===== config.mk =====
export PLATFORM = sky130hd
export DESIGN_NAME = biu_dma_copy_flat
export DESIGN_NICKNAME = d
export VERILOG_FILES = /design/src/rtl/biu_dma_pkg.sv /design/src/rtl/biu_master_if.sv /design/src/rtl/biu_dma_addr_gen.sv /design/src/rtl/biu_dma_copy.sv /design/src/flat_wrapper.sv
export SDC_FILE = /design/constraint.sdc
export NUM_CORES = 1
export LEC_CHECK = 0
export ABC_AREA = 1
export CORE_MARGIN = 3
export CORE_UTILIZATION = 46
export DETAILED_ROUTE_END_ITERATION = 10
export HOLD_SLACK_MARGIN = 0.02
export PLACE_DENSITY = 0.77
export SYNTH_ARGS = -nofsm -noshare
export SYNTH_HDL_FRONTEND = slang
export SYNTH_SLANG_ARGS = --single-unit

===== constraint.sdc =====
create_clock -name clk -period 1.6 [get_ports clk]
set_input_delay 0.32 -clock clk [delete_from_list [all_inputs] [get_ports clk]]
set_output_delay 0.32 -clock clk [all_outputs]
set_load 0.01 [all_outputs]

===== src/rtl/biu_dma_pkg.sv =====
// rtl/biu_dma_pkg.sv - shared state encoding and constants for the BIU DMA copy engine
package biu_dma_pkg;

  typedef enum logic [2:0] {
    IDLE,
    RD_REQ,
    RD_WAIT,
    WR_REQ,
    DONE
  } state_t;

  localparam int DEFAULT_ADDR_STEP = 4;

endpackage


===== src/rtl/biu_master_if.sv =====
// rtl/biu_master_if.sv - single-outstanding BIU master bus with device and bus-side modports
interface biu_master_if #(
  parameter int ADDR_WIDTH = 32,
  parameter int DATA_WIDTH = 32
);
  logic [ADDR_WIDTH-1:0] address;
  logic [DATA_WIDTH-1:0] data_out;
  logic [DATA_WIDTH-1:0] data_in;
  logic                  rnw;
  logic                  en;
  logic                  data_valid;
  logic                  busy;

  modport device (
    output address, data_out, rnw, en,
    input  data_in, data_valid, busy
  );

  modport bus (
    input  address, data_out, rnw, en,
    output data_in, data_valid, busy
  );
endinterface


===== src/rtl/biu_dma_addr_gen.sv =====
// rtl/biu_dma_addr_gen.sv - loadable address pointer with fixed-step wrapping increment
module biu_dma_addr_gen
  import biu_dma_pkg::*;
#(
  parameter int ADDR_WIDTH = 32,
  parameter int ADDR_STEP  = DEFAULT_ADDR_STEP
) (
  input  logic                  clk,
  input  logic                  rst,
  input  logic                  load,
  input  logic [ADDR_WIDTH-1:0] load_addr,
  input  logic                  advance,
  output logic [ADDR_WIDTH-1:0] ptr_next
);

  logic [ADDR_WIDTH-1:0] ptr;

  // ptr_next is exposed so the owner can register the bus address in the same edge
  always_comb begin
    ptr_next = ptr;
    if (load) begin
      ptr_next = load_addr;
    end else if (advance) begin
      ptr_next = ptr + ADDR_WIDTH'(ADDR_STEP);
    end
  end

  always_ff @(posedge clk) begin
    if (rst) begin
      ptr <= '0;
    end else begin
      ptr <= ptr_next;
    end
  end

endmodule


===== src/rtl/biu_dma_copy.sv =====
// rtl/biu_dma_copy.sv - block copy engine on the BIU master port; BIU_DMA_FILL_EN adds pattern fill
module biu_dma_copy
  import biu_dma_pkg::*;
#(
  parameter int ADDR_WIDTH = 32,
  parameter int DATA_WIDTH = 32,
  parameter int LEN_WIDTH  = 16,
  parameter int ADDR_STEP  = DEFAULT_ADDR_STEP
) (
  input  logic                  clk,
  input  logic                  rst,
  input  logic                  start,
  input  logic [ADDR_WIDTH-1:0] src_addr,
  input  logic [ADDR_WIDTH-1:0] dst_addr,
  input  logic [LEN_WIDTH-1:0]  len,
`ifdef BIU_DMA_FILL_EN
  input  logic                  fill,
  input  logic [DATA_WIDTH-1:0] fill_data,
`endif
  output logic                  active,
  output logic                  done,
  biu_master_if.device          biu
);

  state_t                state;
  state_t                state_next;
  logic [LEN_WIDTH-1:0]  remaining;
  logic                  en_q;
  logic                  rnw_q;
  logic [ADDR_WIDTH-1:0] address_q;
  logic [DATA_WIDTH-1:0] data_q;
  logic [ADDR_WIDTH-1:0] address_next;
  logic [DATA_WIDTH-1:0] data_next;
  logic [ADDR_WIDTH-1:0] rd_next;
  logic [ADDR_WIDTH-1:0] wr_next;
  logic                  accept;
  logic                  load;
  logic                  advance;
  logic                  fill_start;
  logic                  fill_mode;
  logic [DATA_WIDTH-1:0] fill_word;

`ifdef BIU_DMA_FILL_EN
  assign fill_start = fill;
  assign fill_word  = fill_data;

  always_ff @(posedge clk) begin
    if (rst) begin
      fill_mode <= 1'b0;
    end else if (load) begin
      fill_mode <= fill;
    end
  end
`else
  assign fill_start = 1'b0;
  assign fill_word  = '0;
  assign fill_mode  = 1'b0;
`endif

  assign biu.en       = en_q;
  assign biu.rnw      = rnw_q;
  assign biu.address  = address_q;
  assign biu.data_out = data_q;

  biu_dma_addr_gen #(.ADDR_WIDTH(ADDR_WIDTH), .ADDR_STEP(ADDR_STEP)) u_rd_ptr (
    .clk       (clk),
    .rst       (rst),
    .load      (load),
    .load_addr (src_addr),
    .advance   (advance),
    .ptr_next  (rd_next)
  );

  biu_dma_addr_gen #(.ADDR_WIDTH(ADDR_WIDTH), .ADDR_STEP(ADDR_STEP)) u_wr_ptr (
    .clk       (clk),
    .rst       (rst),
    .load      (load),
    .load_addr (dst_addr),
    .advance   (advance),
    .ptr_next  (wr_next)
  );

  always_comb begin
    accept     = en_q && !biu.busy;
    load       = (state == IDLE) && start;
    advance    = (state == WR_REQ) && accept;
    state_next = state;
    case (state)
      IDLE: begin
        if (start) begin
          if (len == '0)       state_next = DONE;
          else if (fill_start) state_next = WR_REQ;
          else                 state_next = RD_REQ;
        end
      end
      RD_REQ:  if (accept) state_next = RD_WAIT;
      RD_WAIT: if (biu.data_valid) state_next = WR_REQ;
      WR_REQ: begin
        if (accept) begin
          if (remaining == LEN_WIDTH'(1)) state_next = DONE;
          else if (fill_mode)             state_next = WR_REQ;
          else                            state_next = RD_REQ;
        end
      end
      DONE:    state_next = IDLE;
      default: state_next = IDLE;
    endcase
  end

  // Bus outputs are registered from the next state so en rises on the edge that enters a request state
  always_comb begin
    data_next = data_q;
    if (load && fill_start) begin
      data_next = fill_word;
    end else if ((state == RD_WAIT) && biu.data_valid) begin
      data_next = biu.data_in;
    end
    address_next = address_q;
    if (state_next == RD_REQ) begin
      address_next = rd_next;
    end else if (state_next == WR_REQ) begin
      address_next = wr_next;
    end
  end

  always_ff @(posedge clk) begin
    if (rst) begin
      state     <= IDLE;
      remaining <= '0;
      en_q      <= 1'b0;
      rnw_q     <= 1'b1;
      address_q <= '0;
      data_q    <= '0;
      active    <= 1'b0;
      done      <= 1'b0;
    end else begin
      state     <= state_next;
      en_q      <= (state_next == RD_REQ) || (state_next == WR_REQ);
      rnw_q     <= (state_next != WR_REQ);
      address_q <= address_next;
      data_q    <= data_next;
      active    <= state_next inside {RD_REQ, RD_WAIT, WR_REQ};
      done      <= (state_next == DONE);
      if (load) begin
        remaining <= len;
      end else if (advance) begin
        remaining <= remaining - LEN_WIDTH'(1);
      end
    end
  end

endmodule


===== src/flat_wrapper.sv =====
// flat-port wrapper written by rule: the top's interface ports become plain ports
module biu_dma_copy_flat import biu_dma_pkg::*;
#(
  parameter int ADDR_WIDTH = 32,
  parameter int DATA_WIDTH = 32,
  parameter int LEN_WIDTH  = 16,
  parameter int ADDR_STEP  = DEFAULT_ADDR_STEP
)
  (clk, rst, start, src_addr, dst_addr, len, active, done, biu_address, biu_data_out, biu_rnw, biu_en, biu_data_in, biu_data_valid, biu_busy);
  biu_master_if #(.ADDR_WIDTH(ADDR_WIDTH), .DATA_WIDTH(DATA_WIDTH)) biu_i ();
  input  logic clk;
  input  logic rst;
  input  logic start;
  input  logic [ADDR_WIDTH-1:0] src_addr;
  input  logic [ADDR_WIDTH-1:0] dst_addr;
  input  logic [LEN_WIDTH-1:0] len;
  output logic active;
  output logic done;
  output wire logic [$bits(biu_i.address)-1:0] biu_address;
  output wire logic [$bits(biu_i.data_out)-1:0] biu_data_out;
  output wire logic [$bits(biu_i.rnw)-1:0] biu_rnw;
  output wire logic [$bits(biu_i.en)-1:0] biu_en;
  input wire logic [$bits(biu_i.data_in)-1:0] biu_data_in;
  input wire logic [$bits(biu_i.data_valid)-1:0] biu_data_valid;
  input wire logic [$bits(biu_i.busy)-1:0] biu_busy;
  assign biu_address = biu_i.address;
  assign biu_data_out = biu_i.data_out;
  assign biu_rnw = biu_i.rnw;
  assign biu_en = biu_i.en;
  assign biu_i.data_in = biu_data_in;
  assign biu_i.data_valid = biu_data_valid;
  assign biu_i.busy = biu_busy;
  biu_dma_copy #(.ADDR_WIDTH(ADDR_WIDTH), .DATA_WIDTH(DATA_WIDTH), .LEN_WIDTH(LEN_WIDTH), .ADDR_STEP(ADDR_STEP)) u_core (.clk(clk), .rst(rst), .start(start), .src_addr(src_addr), .dst_addr(dst_addr), .len(len), .active(active), .done(done), .biu(biu_i));
endmodule

* Yosys cells after proc, flatten, opt, wreduce, memory -nomap -nowiden
Index checks and enable logic that the tools add are counted.
** Storage, ports and cells
- Output and inout bits :: 68
- Register bits :: 151
- Bits of input ports :: 117
- Logic and storage cells :: 48
** Cells by class
- $add $sub $neg :: 3
- Reduce and logical (&&, ||, !) cells :: 11
- Muxes and demuxes :: 15
- Equality and inequality tests :: 9
** Operators by type and width (number)
- $mux 32 :: 6
- $add 32x3->32 const B :: 2
- $mux 16 :: 2
- $mux 3 :: 6
- $eq 16x1->1 const B :: 1
- $logic_not 16->1 :: 1
- $sub 16x1->16 const B :: 1
- $eq 3x2->1 const B :: 4
- $pmux 3 s4 :: 1
- $eq 3x1->1 const B :: 2
- $logic_and 1x1->1 :: 4
- $reduce_bool 2->1 :: 2
- $eq 3x3->1 const B :: 1
- $logic_not 3->1 :: 1
- $ne 3x2->1 const B :: 1
- $reduce_bool 3->1 :: 1
- $logic_not 1->1 :: 1
- $logic_or 1x1->1 :: 1

* Depth between registers and ports, before layout
Gate-level depths: netlist of the first run.
- Depth in word-level cells :: 7
- Gate-level depth with buffers :: 14
- Gate-level depth less buffers :: 14

* Modules after synthesis
From an unflattened synthesis of the first run, not the netlist that was laid out.
** Unflattened totals
- Cell total of the unflattened synthesis :: 1367
- Area total of the unflattened synthesis :: 8672.1 um^2
** Modules (own cells, without submodules)
- biu_dma_copy :: times used 1, cells each 683, seq. area each 1741.7 um^2, area an instance 4377.9 um^2
- biu_dma_addr_gen :: times used 2, cells each 342, seq. area each 640.6 um^2, area an instance 2147.1 um^2

* Worst setup path after synthesis of the first run
Ideal clock, no wire load.
- Kind :: flip-flop to flip-flop
- Start :: register u_core.en_q (netlist: u_core.biu.en)
- End :: register u_core.address_q[0] (netlist: u_core.biu.address[0])
- Setup slack :: 0.014 ns
- Clock period less this slack :: 1.586 ns
- Library setup time :: 0.110 ns
- Data required time :: 1.490 ns
- Stages on the path, launching flop included :: 13
- Buffers on the path :: 1
- Arrival :: 1.476 ns
- Cell sequence :: dfxtp_1 -> nand2_1 -> nor3_1 -> nand3_1 -> nand2_1 -> nand2_4 -> nand2_2 -> inv_4 -> buf_6 -> nand2_1 -> nand3_1 -> nand2_1 -> inv_1
** On the way
- Longest elaborated chain between the ends :: 6
- Elaborated cells between the ends (all ways) :: 14
- Classes of those cells :: eq/ne (2); mux (9); reduce/logical (3)
** RTL lines
- from (decl) :: RTL line biu_dma_copy.sv:28 : logic en_q;
- from (signal assigned) :: RTL line biu_dma_copy.sv:138 : en_q <= (state_next == RD_REQ) || (state_next == WR_REQ);
- $logic_and 1x1->1 * :: RTL line biu_dma_copy.sv:84 : accept = en_q && !biu.busy;
- parallel branches: the longest is 5 deep, another holds $mux 32
- to (signal assigned) :: RTL line biu_dma_copy.sv:140 : address_q <= address_next;
- to (decl) :: RTL line biu_dma_copy.sv:30 : logic [ADDR_WIDTH-1:0] address_q;
Every way passes the cells marked *. The select of a mux whose other input is x is not followed.
A chain may end at the register's enable or synchronous reset.

* Worst setup path in the final report of the first run
- Start :: register u_core.u_wr_ptr.ptr[2]
- End :: register u_core.address_q[9] (netlist: u_core.biu.address[9])
** On the way
- Longest elaborated chain between the ends :: 5
** RTL lines
- from (decl) :: RTL line biu_dma_addr_gen.sv:16 : logic [ADDR_WIDTH-1:0] ptr;
- from (signal assigned) :: RTL line biu_dma_addr_gen.sv:32 : ptr <= ptr_next;
- $add 32x3->32 :: RTL line biu_dma_addr_gen.sv:24 : ptr_next = ptr + ADDR_WIDTH'(ADDR_STEP);
- $mux 32 :: RTL line biu_dma_addr_gen.sv:23 : end else if (advance) begin
- $mux 32 :: RTL line biu_dma_addr_gen.sv:21 : if (load) begin
- $mux 32 :: RTL line biu_dma_copy.sv:121 : end else if (state_next == WR_REQ) begin
- $mux 32 :: RTL line biu_dma_copy.sv:119 : if (state_next == RD_REQ) begin
Every way passes these cells. The select of a mux whose other input is x is not followed.

==> flow_summary.yaml, run 1 <==
global_route:
  grt_start_max_net_pins: 52
  grt_util_all_layers: 0.2961
  first_pass_grt_wire_length_um: 43910
  grt_overflow_total: 0
  grt_pass1_vias: 9141
  antenna_found_initial: 0
timing:
  slew_headroom: 0.6493
  maxSlewViolCount: 0
  fmaxAchievable_mhz: 530.6
  postLayoutSetupSlackWorst_ns: -0.2847
  actual_slew_at_the_worst_max_slew_pin_ns: 0.5212
  final_hold_viol_count: 0
  final_critical_path_required_period_ns: 1.885
  finalSetupViolations: 75
  rsz0062_at_grt: "yes"
  finalCritPeriodShare: 1.178
  finClkSkew_ns: 0.01113
detailed_routing:
  avgViaCountPerCell: 5.699
  drt_drc_violations_left: 0
  postRouteAntennaNets: 0
  dr_total_vias: 10230
  postRouteWirelength_um: 33790
  routedWlPerCell_um: 18.83
  firstDrtPassIters: 6
  drt_iter0_markers: 993
worst_setup_path:
  timing.reg2reg.worst_path_depth: 10
  critPathKind: "reg -> reg"
  endpoint: "u_core.biu.address[9]"
  worst-path-max-fanout: 4
  timing.reg2reg.setup_slack_ns: -0.28
  rr_startpoint: "u_core.u_wr_ptr.ptr[2]"
  r2r_end: "u_core.biu.address[9]"
  cp-start-kind: "flip-flop"
  worst_ep_required_time_ns: 1.90
  cp-startpoint: "u_core.u_wr_ptr.ptr[2]"
  worst_setup_path_end_kind: "flip-flop"
  crit_arrival_ns: 2.19
clock_tree:
  hold_buffers: 0
  clock_tree.buffer_depth: 2
  clk_pin_slew_worst_paths_ns: 0.07
  ctsHtreeMaxLevel: 4
  clock_tree_from_tritoncts: "done"
  numCtsBuffers: 17
  clock_insertion_delay_worst_skew_ns: 0.44
  ctsRootBufferMaster: "sky130_fd_sc_hd__clkbuf_16"
  cts_num_sinks: 151
power:
  leakage_nw: 6.051
  report.power.total_mw: 11.84
  worst_vdd_ir_v: 0.0008993
  p_per_area_mw_per_mm2: 899.5
logic_synthesis:
  synth_top_cell_area_share: 0.3787
  gate_count_of_the_mapped_netlist: 1213
  dominantRegCellSynth: "sky130_fd_sc_hd__dfxtp_1"
  syn_area_mm2: 0.007981
  synth.yosys.seq_area_share: 0.3787
  synthesis.nets: 1334
  synth.lib_cells_used.distinct: 44
  synth_enable_flop_cells: 0
  ys_seq_elements: 151
  async_flop_share: 0
  avgSynthCellArea_um2: 6.580
  synth_warnings: 0
  yosys.area.top_type: "sky130_fd_sc_hd__dfxtp_1"
  synth_top_cells_by_area: "sky130_fd_sc_hd__dfxtp_1 (38%), sky130_fd_sc_hd__nand2_1 (16%), sky130_fd_sc_hd__nor2_1 (8.0%)"
floorplanning:
  fp.dieArea_mm2: 0.01897
  die_height_um: 137.7
  die_w_um: 137.7
  placeableCoreArea_mm2: 0.01676
  placement_rows: 47
  io_pins: 185
  start_util: 0.4762
status:
  outcome: "complete, but fails checks"
  violations: "setup timing"
cells_and_area:
  antenna-diode-count: 0
  areaGrowthSynthToFinish_pct: 64.95
  layout.cells.non_filler: 1795
  finalNetCount: 1684
  proportion_of_layout_cells_with_a_drive_suffix_above_1: 0.2927
placed_design:
  portBuffers: 184
  routabilityCongestion: 0.9760
  numPlacedInstances: 1724
  hpwl_after_detailed_placement_um: 20130
job:
  cap_viol_max_count: 0
min_path:
  holdCritPathClass: "in -> reg"
  hold_path.startpoint: "rst"
[how the worst min path moves through the flow]
| stage | end | slack [ns] | cells after the start |
|---|---|---|---|
| 6_report | u_core.u_wr_ptr.ptr[15] | 0.38 | 3 |
| 5_1_grt | u_core.u_rd_ptr.ptr[0] | 0.40 | 3 |
| 4_1_cts | u_core.u_rd_ptr.ptr[8] | 0.35 | 4 |
| 3_5_place_dp | u_core.u_wr_ptr.ptr[1] | 0.46 | 2 |
| 3_3_place_gp | u_core.biu.data_out[25] | 0.46 | 2 |
| 2_1_floorplan | u_core.u_wr_ptr.ptr[1] | 0.45 | 2 |
[per-layer routing]
metal	global-route usage	share of wire
met5	0	0
met4	0.1592	0.076
met3	0.06428	0.088
met2	0.5033	0.48
met1	0.3475	0.36
[per-stage QoR]
step           instance area (um2)  hold WS [ns]  setup slack (ns)    util  TNS [ns]
2_1_floorplan                 7981        0.4481           0.01361       -         0
3_3_place_gp                 11120        0.4624           -0.5659  0.6632    -46.55
3_5_place_dp                 11120        0.4605           -0.5772  0.6632    -50.71
4_1_cts                      12170        0.3503           -0.1332  0.7259    -3.332
5_1_grt                      13170        0.3950           -0.4294  0.7855    -14.78
6_report                     13170        0.3809           -0.2847  0.7855    -8.473
[state kept, by name, summed over array words and instances (netlist names)]
signal and flops:
u_core.u_wr_ptr.ptr 32, u_core.active 1, u_core.biu.en 1, u_core.state 3, u_core.done 1, u_core.u_rd_ptr.ptr 32, u_core.biu.address 32, u_core.remaining 16
u_core.biu.data_out 32, u_core.biu.rnw 1
[cell usage after synthesis, drive strengths merged (2+ instances only)]
master / n
inv: 117
clkbuf: 22
o31ai: 2
xnor2: 7
ha: 4
o211ai: 9
nor2: 183
a31oi: 13
nor3: 7
nand3b: 14
nand3: 117
xor2: 18
nor4: 2
nand4: 12
a211oi: 2
o21ai: 82
dfxtp: 151
o221ai: 2
o21a: 3
nand2: 350
buf: 29
or2: 13
a21oi: 43
o21bai: 6
[cells by family after synthesis]
kind of cell / count (synthesis) / synth area share
AND/OR/NAND/NOR: 699 / 0.3814
buffers and inverters: 169 / 0.08857
AO/OA/AOI/OAI: 164 / 0.1163
XOR/XNOR: 25 / 0.02743
flip-flops: 151 / 0.3787
multiplexers: 1 / 0.001254
adder cells (fa/ha/maj): 4 / 0.006271
[power by group]
group / switching, mW / internal (mW)
Clock: 1.67 / 2.80
Sequential: 0.275 / 4.06
Combinational: 1.58 / 1.46
[layout make-up]
type                            count  area [um2]
Timing Repair inverter              2       22.52
Clock inverter                     12       200.2
Sequential cell                   151        3048
Clock buffer                       19       442.9
Multi-Input combinational cell    893        5116
Inverter                          118       488.0
Fill cell                        1082        3595
Timing Repair Buffer              380        3572
Tap cell                          220       275.3
[cell usage in the layout (no fill, tap or decap), types with 10 or more instances in the layout]
| cell | n |
|---|---|
| sky130_fd_sc_hd__nand2_1 | 309 |
| sky130_fd_sc_hd__buf_4 | 151 |
| sky130_fd_sc_hd__dfxtp_1 | 137 |
| sky130_fd_sc_hd__nor2_1 | 127 |
| sky130_fd_sc_hd__clkdlybuf4s50_1 | 114 |
| sky130_fd_sc_hd__inv_1 | 98 |
| sky130_fd_sc_hd__nand3_1 | 83 |
| sky130_fd_sc_hd__dlygate4sd2_1 | 67 |
| sky130_fd_sc_hd__o21ai_0 | 53 |
| sky130_fd_sc_hd__nor2_2 | 36 |
| sky130_fd_sc_hd__buf_6 | 28 |
| sky130_fd_sc_hd__nand2_2 | 27 |
| sky130_fd_sc_hd__a21oi_1 | 27 |
| sky130_fd_sc_hd__nand3_2 | 25 |
| sky130_fd_sc_hd__clkbuf_16 | 20 |
| sky130_fd_sc_hd__nor2_4 | 19 |
| sky130_fd_sc_hd__o21ai_2 | 16 |
| sky130_fd_sc_hd__a21oi_2 | 15 |
| sky130_fd_sc_hd__nand3b_1 | 14 |
| sky130_fd_sc_hd__o21ai_1 | 13 |
| sky130_fd_sc_hd__inv_2 | 13 |
| sky130_fd_sc_hd__xor2_1 | 12 |
| sky130_fd_sc_hd__nand4_1 | 12 |
| sky130_fd_sc_hd__or2_2 | 12 |
| sky130_fd_sc_hd__a31oi_1 | 12 |
| sky130_fd_sc_hd__dfxtp_2 | 11 |
| sky130_fd_sc_hd__nand2_4 | 10 |
| sky130_fd_sc_hd__buf_12 | 10 |
[what timing repair did]
item                                    4_1_cts  5_1_grt
cloned                                        2        5
endpoints found under the setup margin      159      130
setup buffers                                15       20
pin swaps                                    42       74
gates resized for setup                     170      195
[worst max-delay path, cell delays in order (launching register included)]
cell                      delay (ns)
sky130_fd_sc_hd__dfxtp_2        0.36
sky130_fd_sc_hd__buf_4          0.17
sky130_fd_sc_hd__nand3_2        0.12
sky130_fd_sc_hd__nor2_2         0.18
sky130_fd_sc_hd__nand2_4        0.08
sky130_fd_sc_hd__buf_4          0.15
sky130_fd_sc_hd__nor2_1         0.12
sky130_fd_sc_hd__xnor2_1        0.18
sky130_fd_sc_hd__a21oi_1        0.16
sky130_fd_sc_hd__nand2_1        0.10
sky130_fd_sc_hd__nand3_1        0.13
(Power assumes the default switching activity.)
==> run 2: changes to the inputs <==
--- a/config.mk
+++ b/config.mk
@@ -7,10 +7,11 @@
 export LEC_CHECK = 0
 export ABC_AREA = 1
 export CORE_MARGIN = 3
-export CORE_UTILIZATION = 46
+export CORE_UTILIZATION = 47
 export DETAILED_ROUTE_END_ITERATION = 10
 export HOLD_SLACK_MARGIN = 0.02
-export PLACE_DENSITY = 0.77
+export PLACE_DENSITY = 0.78
 export SYNTH_ARGS = -nofsm -noshare
 export SYNTH_HDL_FRONTEND = slang
+export SYNTH_HIERARCHICAL = 1
 export SYNTH_SLANG_ARGS = --single-unit
==> run 2 against run 1 <==
  * The flow still finishes with violations (setup timing)
  * Critical endpoint is now u_core/biu.address[29]
  * Register-to-register slack worse by 0.42 ns
  * Non-clock buffer count grew 29
  * Combinational power is 9.9% higher
  * Cell count grew 11%
  * Clock skew rose by 0.0026 ns
  * Sequential power fell by 0.9%
  * Total power decreased by 2.7%
  * Fmax shrank 18%
  * Synthesized cell count grew 13%
  * Via count grew 8.5%
==> flow_summary.yaml, run 2 <==
logic_synthesis:
  synth_warnings: 6
  synth.yosys.seq_area_share: 0.3486
  yosysMostFrequentCell: "sky130_fd_sc_hd__nand2_1"
  synth_enable_flop_cells: 0
  synth_top_cell_area_share: 0.3486
  synthesis.nets: 1488
  syn_area_mm2: 0.008672
  dominantRegCellSynth: "sky130_fd_sc_hd__dfxtp_1"
  async_flop_share: 0
  ys_seq_elements: 151
  avgSynthCellArea_um2: 6.344
  gate_count_of_the_mapped_netlist: 1367
  synth_top_cells_by_area: "sky130_fd_sc_hd__dfxtp_1 (35%), sky130_fd_sc_hd__nand2_1 (18%), sky130_fd_sc_hd__nor2_1 (9.3%)"
  synthTopCellsByCount: "sky130_fd_sc_hd__nand2_1 (420), sky130_fd_sc_hd__nor2_1 (215), sky130_fd_sc_hd__dfxtp_1 (151)"
  yosys.area.top_type: "sky130_fd_sc_hd__dfxtp_1"
  synth.lib_cells_used.distinct: 40
clock_tree:
  numCtsBuffers: 17
  clock_tree.buffer_depth: 2
  cts_num_sinks: 151
  clk_pin_slew_worst_paths_ns: 0.07
  ctsRootBufferMaster: "sky130_fd_sc_hd__clkbuf_16"
  ctsHtreeMaxLevel: 4
  hold_buffers: 0
  clock_insertion_delay_worst_skew_ns: 0.44
  clock_tree_from_tritoncts: "done"
worst_setup_path:
  critPathKind: "reg -> reg"
  worst-path-max-fanout: 10
  cp_top_family: "simple AND/OR/NAND/NOR gates"
  timing.reg2reg.setup_slack_ns: -0.70
  worst_ep_required_time_ns: 1.92
  critical_path.n_buffers_inverters: 4
  crit_arrival_ns: 2.62
  max_stage_delay_ns: 0.34
  critical_path.slowest_cell: "sky130_fd_sc_hd__dfxtp_2"
  cp-startpoint: "u_core/state[1]"
  critical_path.cell_chain: "inv_2, nor2_4, nand2_2, nor2_4, buf_12, nand2_4, nor2_4, nand2_4, nor2_8, buf_12, nand3_2, nand2_1, nand2_1, o21ai_2, inv_1, nand2_1, nand2_1, nor2_1, nor2_1"
  cp-start-kind: "flip-flop"
  rr_startpoint: "u_core/state[1]"
  crit_path_frequent_cell: "sky130_fd_sc_hd__nand2_1"
  worst_setup_path_end_kind: "flip-flop"
placed_design:
  hpwl_after_detailed_placement_um: 20940
  numPlacedInstances: 1910
  dpl_cell_area_mm2: 0.01209
  post-place-ws_ns: -0.9791
  routabilityCongestion: 0.9317
  portBuffers: 184
power:
  leakage_nw: 6.686
  report.power.total_mw: 11.52
  p_per_area_mw_per_mm2: 835.0
  worst_vdd_ir_v: 0.0007507
timing:
  finalCritPeriodShare: 1.437
  rsz0062_at_grt: "yes"
  finalSetupViolations: 105
  setup_tns_ns: -31.19
  final_hold_viol_count: 0
  final_critical_path_required_period_ns: 2.300
  fmaxAchievable_mhz: 434.8
  actual_slew_at_the_worst_max_slew_pin_ns: 0.3532
  postLayoutSetupSlackWorst_ns: -0.6997
  finClkSkew_ns: 0.01371
  fin_hold_ws_ns: 0.2317
  maxSlewViolCount: 0
  slew_headroom: 0.7645
global_route:
  grt_util_all_layers: 0.3115
  grt_pass1_vias: 10240
  antenna_found_initial: 0
  first_pass_grt_wire_length_um: 50170
  grt_overflow_total: 0
  grt_start_max_net_pins: 42
floorplanning:
  start_util: 0.4811
  placeableCoreArea_mm2: 0.01802
  placement_rows: 49
  die_height_um: 141.8
  io_pins: 185
  die_w_um: 141.8
  fp.dieArea_mm2: 0.02012
cells_and_area:
  areaGrowthSynthToFinish_pct: 59.15
  layout.cells.non_filler: 1986
  post-route-util: 0.7657
  final_common_cell: "sky130_fd_sc_hd__nand2_1"
  finish.instance_area_mm2: 0.01380
  antenna-diode-count: 0
  highest_count_cells_in_the_layout_ignoring_fill_and_taps: "sky130_fd_sc_hd__nand2_1 (391), sky130_fd_sc_hd__nor2_1 (203), sky130_fd_sc_hd__buf_4 (183), sky130_fd_sc_hd__dfxtp_1 (147), sky130_fd_sc_hd__inv_1 (116)"
  final.fill_count: 1263
  seq_area_mm2: 0.003028
  multi_input_comb_area_mm2: 0.005494
  proportion_of_layout_cells_with_a_drive_suffix_above_1: 0.2709
  finalNetCount: 1865
detailed_routing:
  drt_iter0_markers: 1431
  dr_total_vias: 11100
  firstDrtPassIters: 6
  postRouteAntennaNets: 0
  avgViaCountPerCell: 5.587
  postRouteWirelength_um: 34920
  routedWlPerCell_um: 17.58
  drt_drc_violations_left: 0
status:
  outcome: "complete, but fails checks"
  violations: "setup timing"
job:
  cap_viol_max_count: 0
min_path:
  hold_path.startpoint: "rst"
  holdCritPathClass: "in -> reg"
==> run 2: cell type report <==
cell class,count,area share
clock inverters,13,0.008340
clock buffers,19,0.03209
inverters,131,0.03744
repair buffers,409,0.2839
flip-flops and latches,151,0.2194
well taps,229,0.02076
multi-input cells,1034,0.3981
==> run 2: cell families after synthesis <==
group,share of synthesized area
and+or+nand+nor,0.4571
buffers and inverters,0.08426
DFF,0.3486
AOI/OAI and AO/OA,0.08715
xor gates and xnor gates,0.01717
adders and majority gates,0.005771
==> run 2: routing by layer <==
metal,global-route usage,share of wire
met3,0.06370,0.10
met4,0.1273,0.043
met2,0.5160,0.47
met1,0.3963,0.38
met5,0,0
==> run 2: final timing paths <==
| check | end | cells after the start |
|---|---|---|
| setup reg to reg | u_core/biu.address[29] | 19 |
| hold / removal | u_core/u_wr_ptr/ptr[22] | 2 |
| hold reg to reg | u_core/biu.data_out[30] | 2 |
| setup / recovery | u_core/biu.address[29] | 19 |
==> run 2: where the power goes <==
part / total, mW / switching, mW / internal (mW)
combinational: 3.34 / 1.76 / 1.57
clock: 3.90 / 1.82 / 2.08
sequential: 4.29 / 0.237 / 4.05
total: 11.5 / 3.82 / 7.70
==> run 2: repair_timing <==
action / in CTS / in global routing
resized for setup: 155 / 91
setup endpoints to repair: 180 / 139
pin swaps: 21 / 28
gates cloned: 8 / 0
setup buffers: 18 / 18
